$ cat config.mk
export PLATFORM = sky130hd
export DESIGN_NAME = pa_iu_bju_redirect
export DESIGN_NICKNAME = d
export VERILOG_FILES = /design/src/rtl/pa_iu_bju_pkg.sv /design/src/rtl/pa_iu_bju_redirect.sv
export SDC_FILE = /design/constraint.sdc
export NUM_CORES = 1
export LEC_CHECK = 0
export CAP_MARGIN = 0
export CORE_MARGIN = 2
export CORE_UTILIZATION = 40
export CTS_BUF_LIST = sky130_fd_sc_hd__clkbuf_16
export CTS_CLUSTER_SIZE = 28
export DETAILED_ROUTE_END_ITERATION = 10
export MAX_ROUTING_LAYER = met4
export PLACE_DENSITY_LB_ADDON = 0.15
export SLEW_MARGIN = 5
export SYNTH_ARGS = -nofsm -noshare
export SYNTH_HDL_FRONTEND = slang
export SYNTH_SLANG_ARGS = --single-unit
$ cat constraint.sdc
create_clock -name cpuclk -period 3.3 [get_ports cpuclk]
set_clock_uncertainty 0.05 [all_clocks]
set_input_delay 0.33 -clock cpuclk [delete_from_list [all_inputs] [get_ports cpuclk]]
set_output_delay 0.33 -clock cpuclk [all_outputs]
set_load 0.03 [all_outputs]
$ cat src/rtl/pa_iu_bju_pkg.sv
// Shared encodings for the BJU redirect path: instruction types, FSM states, and the
// sequential-PC helper.
package pa_iu_bju_pkg;

    localparam logic [1:0] BJU_TYPE_BR    = 2'b00;
    localparam logic [1:0] BJU_TYPE_JAL   = 2'b01;
    localparam logic [1:0] BJU_TYPE_JALR  = 2'b10;
    localparam logic [1:0] BJU_TYPE_AUIPC = 2'b11;

    localparam logic [0:0] REDIR_IDLE = 1'b0;
    localparam logic [0:0] REDIR_REQ  = 1'b1;

    // Fall-through PC; a dedicated adder, independent of the AG adder.
    function automatic logic [31:0] seq_pc_calc(input logic [31:0] cur_pc, input logic inst_32);
        return cur_pc + (inst_32 ? 32'd4 : 32'd2);
    endfunction

endpackage

$ cat src/rtl/pa_iu_bju_redirect.sv
// EX1 branch-resolution redirect: decides mispredict/misalign, holds a redirect request
// to IFU under valid/ready, flags EX1 wrong-path while pending, counts mispredicts.
module pa_iu_bju_redirect
    import pa_iu_bju_pkg::*;
#(
    parameter int RVC   = 1,
    parameter int CNT_W = 16
) (
    input  logic             cpuclk,
    input  logic             cpurst_b,
    input  logic             ex1_bju_vld,
    input  logic [1:0]       ex1_bju_type,
    input  logic             ex1_cmp_taken,
    input  logic             ex1_pred_taken,
    input  logic             ex1_inst_32,
    input  logic             ex1_stall,
    input  logic [31:0]      ag_bju_pc,
    input  logic [31:0]      iu_ex1_cur_pc,
    input  logic             rtu_iu_flush,
    input  logic             ifu_iu_redir_ready,
    output logic             iu_ifu_redir_vld,
    output logic [31:0]      iu_ifu_redir_pc,
    output logic             iu_ex1_wrong_path,
    output logic             iu_rtu_bju_expt_vld,
    output logic [31:0]      iu_rtu_bju_expt_tval,
    output logic [CNT_W-1:0] iu_hpcp_misp_cnt,
    output logic [0:0]       redir_state
);

    // Handshake: iu_ifu_redir_vld/pc are held stable until a cycle with
    // ifu_iu_redir_ready=1 (transfer) or rtu_iu_flush=1 (withdrawn); ready while
    // vld=0 has no effect.

    logic [0:0]       state;
    logic [31:0]      redir_pc;
    logic             expt_vld;
    logic [31:0]      expt_tval;
    logic [CNT_W-1:0] misp_cnt;

    logic        act_taken;
    logic        mispred;
    logic        misalign;
    logic        capture;
    logic [31:0] seq_pc;

    always_comb begin
        act_taken = (ex1_bju_type == BJU_TYPE_BR) ? ex1_cmp_taken
                                                  : (ex1_bju_type != BJU_TYPE_AUIPC);
        seq_pc    = seq_pc_calc(iu_ex1_cur_pc, ex1_inst_32);
        mispred   = ((ex1_bju_type == BJU_TYPE_BR) && (act_taken != ex1_pred_taken))
                  || ((ex1_bju_type == BJU_TYPE_JAL) && !ex1_pred_taken)
                  || (ex1_bju_type == BJU_TYPE_JALR);
        misalign  = (RVC == 0) && act_taken && ag_bju_pc[1]
                  && (ex1_bju_type != BJU_TYPE_AUIPC);
        capture   = ex1_bju_vld && !ex1_stall && !rtu_iu_flush && (state == REDIR_IDLE);
    end

    always_ff @(posedge cpuclk) begin
        if (!cpurst_b) begin
            state     <= REDIR_IDLE;
            redir_pc  <= 32'd0;
            expt_vld  <= 1'b0;
            expt_tval <= 32'd0;
            misp_cnt  <= '0;
        end else begin
            expt_vld <= 1'b0;
            case (state)
                REDIR_IDLE: begin
                    // A misaligned target raises the exception instead of redirecting.
                    if (capture && misalign) begin
                        expt_vld  <= 1'b1;
                        expt_tval <= ag_bju_pc;
                    end else if (capture && mispred) begin
                        state    <= REDIR_REQ;
                        redir_pc <= act_taken ? ag_bju_pc : seq_pc;
                    end
                end
                REDIR_REQ: begin
                    if (rtu_iu_flush) begin
                        state <= REDIR_IDLE;
                    end else if (ifu_iu_redir_ready) begin
                        state <= REDIR_IDLE;
                        if (misp_cnt != {CNT_W{1'b1}}) begin
                            misp_cnt <= misp_cnt + 1'b1;
                        end
                    end
                end
                default: state <= REDIR_IDLE;
            endcase
        end
    end

    assign iu_ifu_redir_vld     = (state == REDIR_REQ);
    assign iu_ifu_redir_pc      = (state == REDIR_REQ) ? redir_pc : 32'd0;
    assign iu_ex1_wrong_path    = (state == REDIR_REQ);
    assign iu_rtu_bju_expt_vld  = expt_vld;
    assign iu_rtu_bju_expt_tval = expt_vld ? expt_tval : 32'd0;
    assign iu_hpcp_misp_cnt     = misp_cnt;
    assign redir_state          = state;

endmodule

==> out/metrics.cfg <==
[outcome]
status=finished clean

[grt]
grt_pass1_vias=3280
grt_pass1_wl_um=16300
busiest_layer=met2
antenna_found_initial=0
grt_max_degree=39
overflow=0
grt.met3_usage_pct=2.88
grt_use_total_pct=21.3
gr-usage-met1_pct=28.3
grt_use_met2_pct=34.9

[routing]
num_vias=3616
remaining_drc_errors=0
ant_nets=0
drt-initial-drc-count=184
vias_per_cell=5.39
wl_um=10300
post_drt_wl_per_cell_um=15.3
dr.pass1.iters=4

[die]
die_w_um=97.2
initial_utilization_pct=41.9
fp.dieH_um=97.2
die_area_um2=9440
rows=33
io_pins=159
coreArea_um2=8300

[run]
drv_cap=0

[sta]
slew_viol_final=0
relSlewSlack_pct=46.1
max_freq_ghz=0.401
min_period_ps=2490
period_share_pct=75.5
tns_ps=0
hold_violations=0
setup_viol=0
worst_slew_pin_slew_ps=808
rsz0062_at_grt=no

[critical_path]
endpoint_kind=flop
worst_path_largest_cell_delay_ps=530
critical_path.top_delay_family=adder cells
arrival_ps=2640
cp.buffers_inverters=2
cp_cell_sequence=clkdlybuf4s50_1 > inv_1 > ha_1 > fa_1 > and4_1 > nand3_1 > o31a_1 > o21ai_0 > a31oi_1
cp.required_ps=3450
cp_max_fo=9
slowest_stage=clkdlybuf4s50_1
cp-start-kind=input port
crit_type=input port to flop

[power_and_ir_drop]
clkPwrFrac_pct=34.8
power_density_nw_per_um2=290
p_int_mw=1.00
switching_share_pct=28.0
p_leak_nw=1.66
sequentialPowerShare_pct=43.7
comb_power_share_pct=21.5
power.switching_mw=0.390
irDropWorstVdd_uv=171

[final_layout]
design_area_um2=4800
final_nets=646
syn_to_final_growth_pct=38.2
final_cells=671
mostFrequentLayoutCell=clkdlybuf4s50_1
drive_above_1_share_pct=4.77
nFillCells=782
diodes=0
most-common-layout-cells=125 x clkdlybuf4s50_1, 49 x dfxtp_1, 39 x nand2_1, 38 x nand3_1

[cts]
clkTransAtPathRegs_ps=60
h-tree-depth=2
hold_buffers=0
cts_buffers=5
clock_sinks=49
cts_buffer_depth=2
ctsResizeCount=0
root_buffer=clkbuf_16
cts_tree=done
clock_latency_ps=280
postCtsSetupBuffers=0

[synthesis]
ys_types=58
synth_warnings=0
synthFlopType=dfxtp_1
synth_top_family_by_area=simple AND/OR/NAND/NOR gates
ys_seq_elements=49
ys_async_sr_fraction_pct=0
ys_seq_area_share_pct=28.2
synth-compound-area-share_pct=19.0
synth_edf_count=0
synth_adder_area_share_pct=1.66
synth_area_um2=3470
yosys.area_share.simple_pct=32.4
synthMuxAreaShare_pct=1.44
syn_avg_cell_area_um2=7.65
synth_xor_xnor_area_share_pct=5.55
synthCells=454

[worst_hold_path]
hold_class=flop to flop

[placement]
portBuffers=125
dp_hpwl_um=7970
dpl.cell_count=665
place_area_um2=4670
place.gp.congestion=0.874

## worst reg2reg max path: cells and delay by family, from the launching register on
| family | cells | cell delay (ps) |
|---|---|---|
| and+or+nand+nor | 3 | 1160 |
| AOI/OAI and AO/OA | 2 | 480 |
| DFF | 1 | 330 |
## stage by stage
| stage | hold slack (ps) | util, % | power [mW] | setup slack, ps |
|---|---|---|---|---|
| 2_1_floorplan | 377 | - | 0.804 | 1270 |
| 3_3_place_gp | 387 | 56.3 | 0.915 | 605 |
| 3_5_place_dp | 391 | 56.3 | 0.918 | 539 |
| 4_1_cts | 398 | 57.8 | 1.39 | 815 |
| 5_1_grt | 436 | 57.8 | 1.45 | 584 |
| 6_report | 397 | 57.8 | 1.39 | 808 |
## layer usage
layer | up-vias | part of all wire (%) | wire length [um]
li1 | 1807 | - | -
met1 | 1665 | 47 | 4780
met2 | 134 | 47 | 4860
met3 | 10 | 5.0 | 509
met4 | 0 | 1.1 | 118
met5 | - | 0 | 0
## layout make-up
class                   count  area [um^2]  share of cell area (%)
flip-flops and latches     49          981                    20.4
clock inverters             1         5.00                   0.104
multi-input cells         369         2210                    46.0
inverters                   8         30.0                   0.625
repair buffers            134         1320                    27.5
well taps                 105          131                    2.74
clock buffers               5          125                    2.61
## power by group through the flow
stage / registers, mW / clock network, mW / logic (mW)
after floorplan: 0.622 / 0 / 0.182
after global placement: 0.622 / 0 / 0.294
after detailed placement: 0.622 / 0 / 0.296
after CTS: 0.609 / 0.489 / 0.297
after global routing: 0.610 / 0.519 / 0.321
final: 0.609 / 0.485 / 0.299
## cell families (layout without fill, tap and decap cells)
group	after synthesis	count (layout)
AO/OA/AOI/OAI	101	101
XOR/XNOR	22	22
AND/OR/NAND/NOR	204	204
buffers and inverters	68	148
flip-flops	49	49
adder cells (fa/ha/maj)	4	4
multiplexers	5	5
other	1	33
## state kept, by name (all words and copies together), names as in the netlist
signal             flops
iu_ex1_wrong_path      1
iu_hpcp_misp_cnt      16
redir_pc              32
## cell usage after synthesis, drive strengths merged, types with 2 or more instances
library cell,count,area share (%)
nand4,19,3.4
o221ai,3,0.76
a211o,3,0.76
nand3,40,6.1
clkbuf,17,1.9
inv,7,0.76
xnor2,10,2.5
and3,3,0.54
nand2,40,4.4
xor2,12,3.0
or4,5,1.2
and4,4,1.0
or3,8,1.4
buf,43,8.9
ha,3,1.1
o311ai,4,1.0
o21a,3,0.65
a21boi,2,0.43
nor3,8,1.5
or2,2,0.36
a21o,4,0.86
o31a,9,2.3
a21oi,23,3.3
a31oi,10,1.8
mux2i,5,1.4
nor4,13,2.5
o21ai,26,3.9
o211ai,6,1.4
a311oi,3,0.76
dfxtp,49,28
nor2,23,2.5
and2,33,5.9
## worst paths after layout
path | depth (start not counted) | from | to | slack [ps]
worst max-delay path | 9 | ex1_inst_32 | redir_pc[21] | 810
worst min-delay path | 2 | redir_pc[12] | redir_pc[12] | 400
worst max register to register | 5 | iu_ex1_wrong_path | redir_pc[16] | 1200
worst min register to register | 2 | redir_pc[12] | redir_pc[12] | 400
Power figures use the tool's default switching activity.
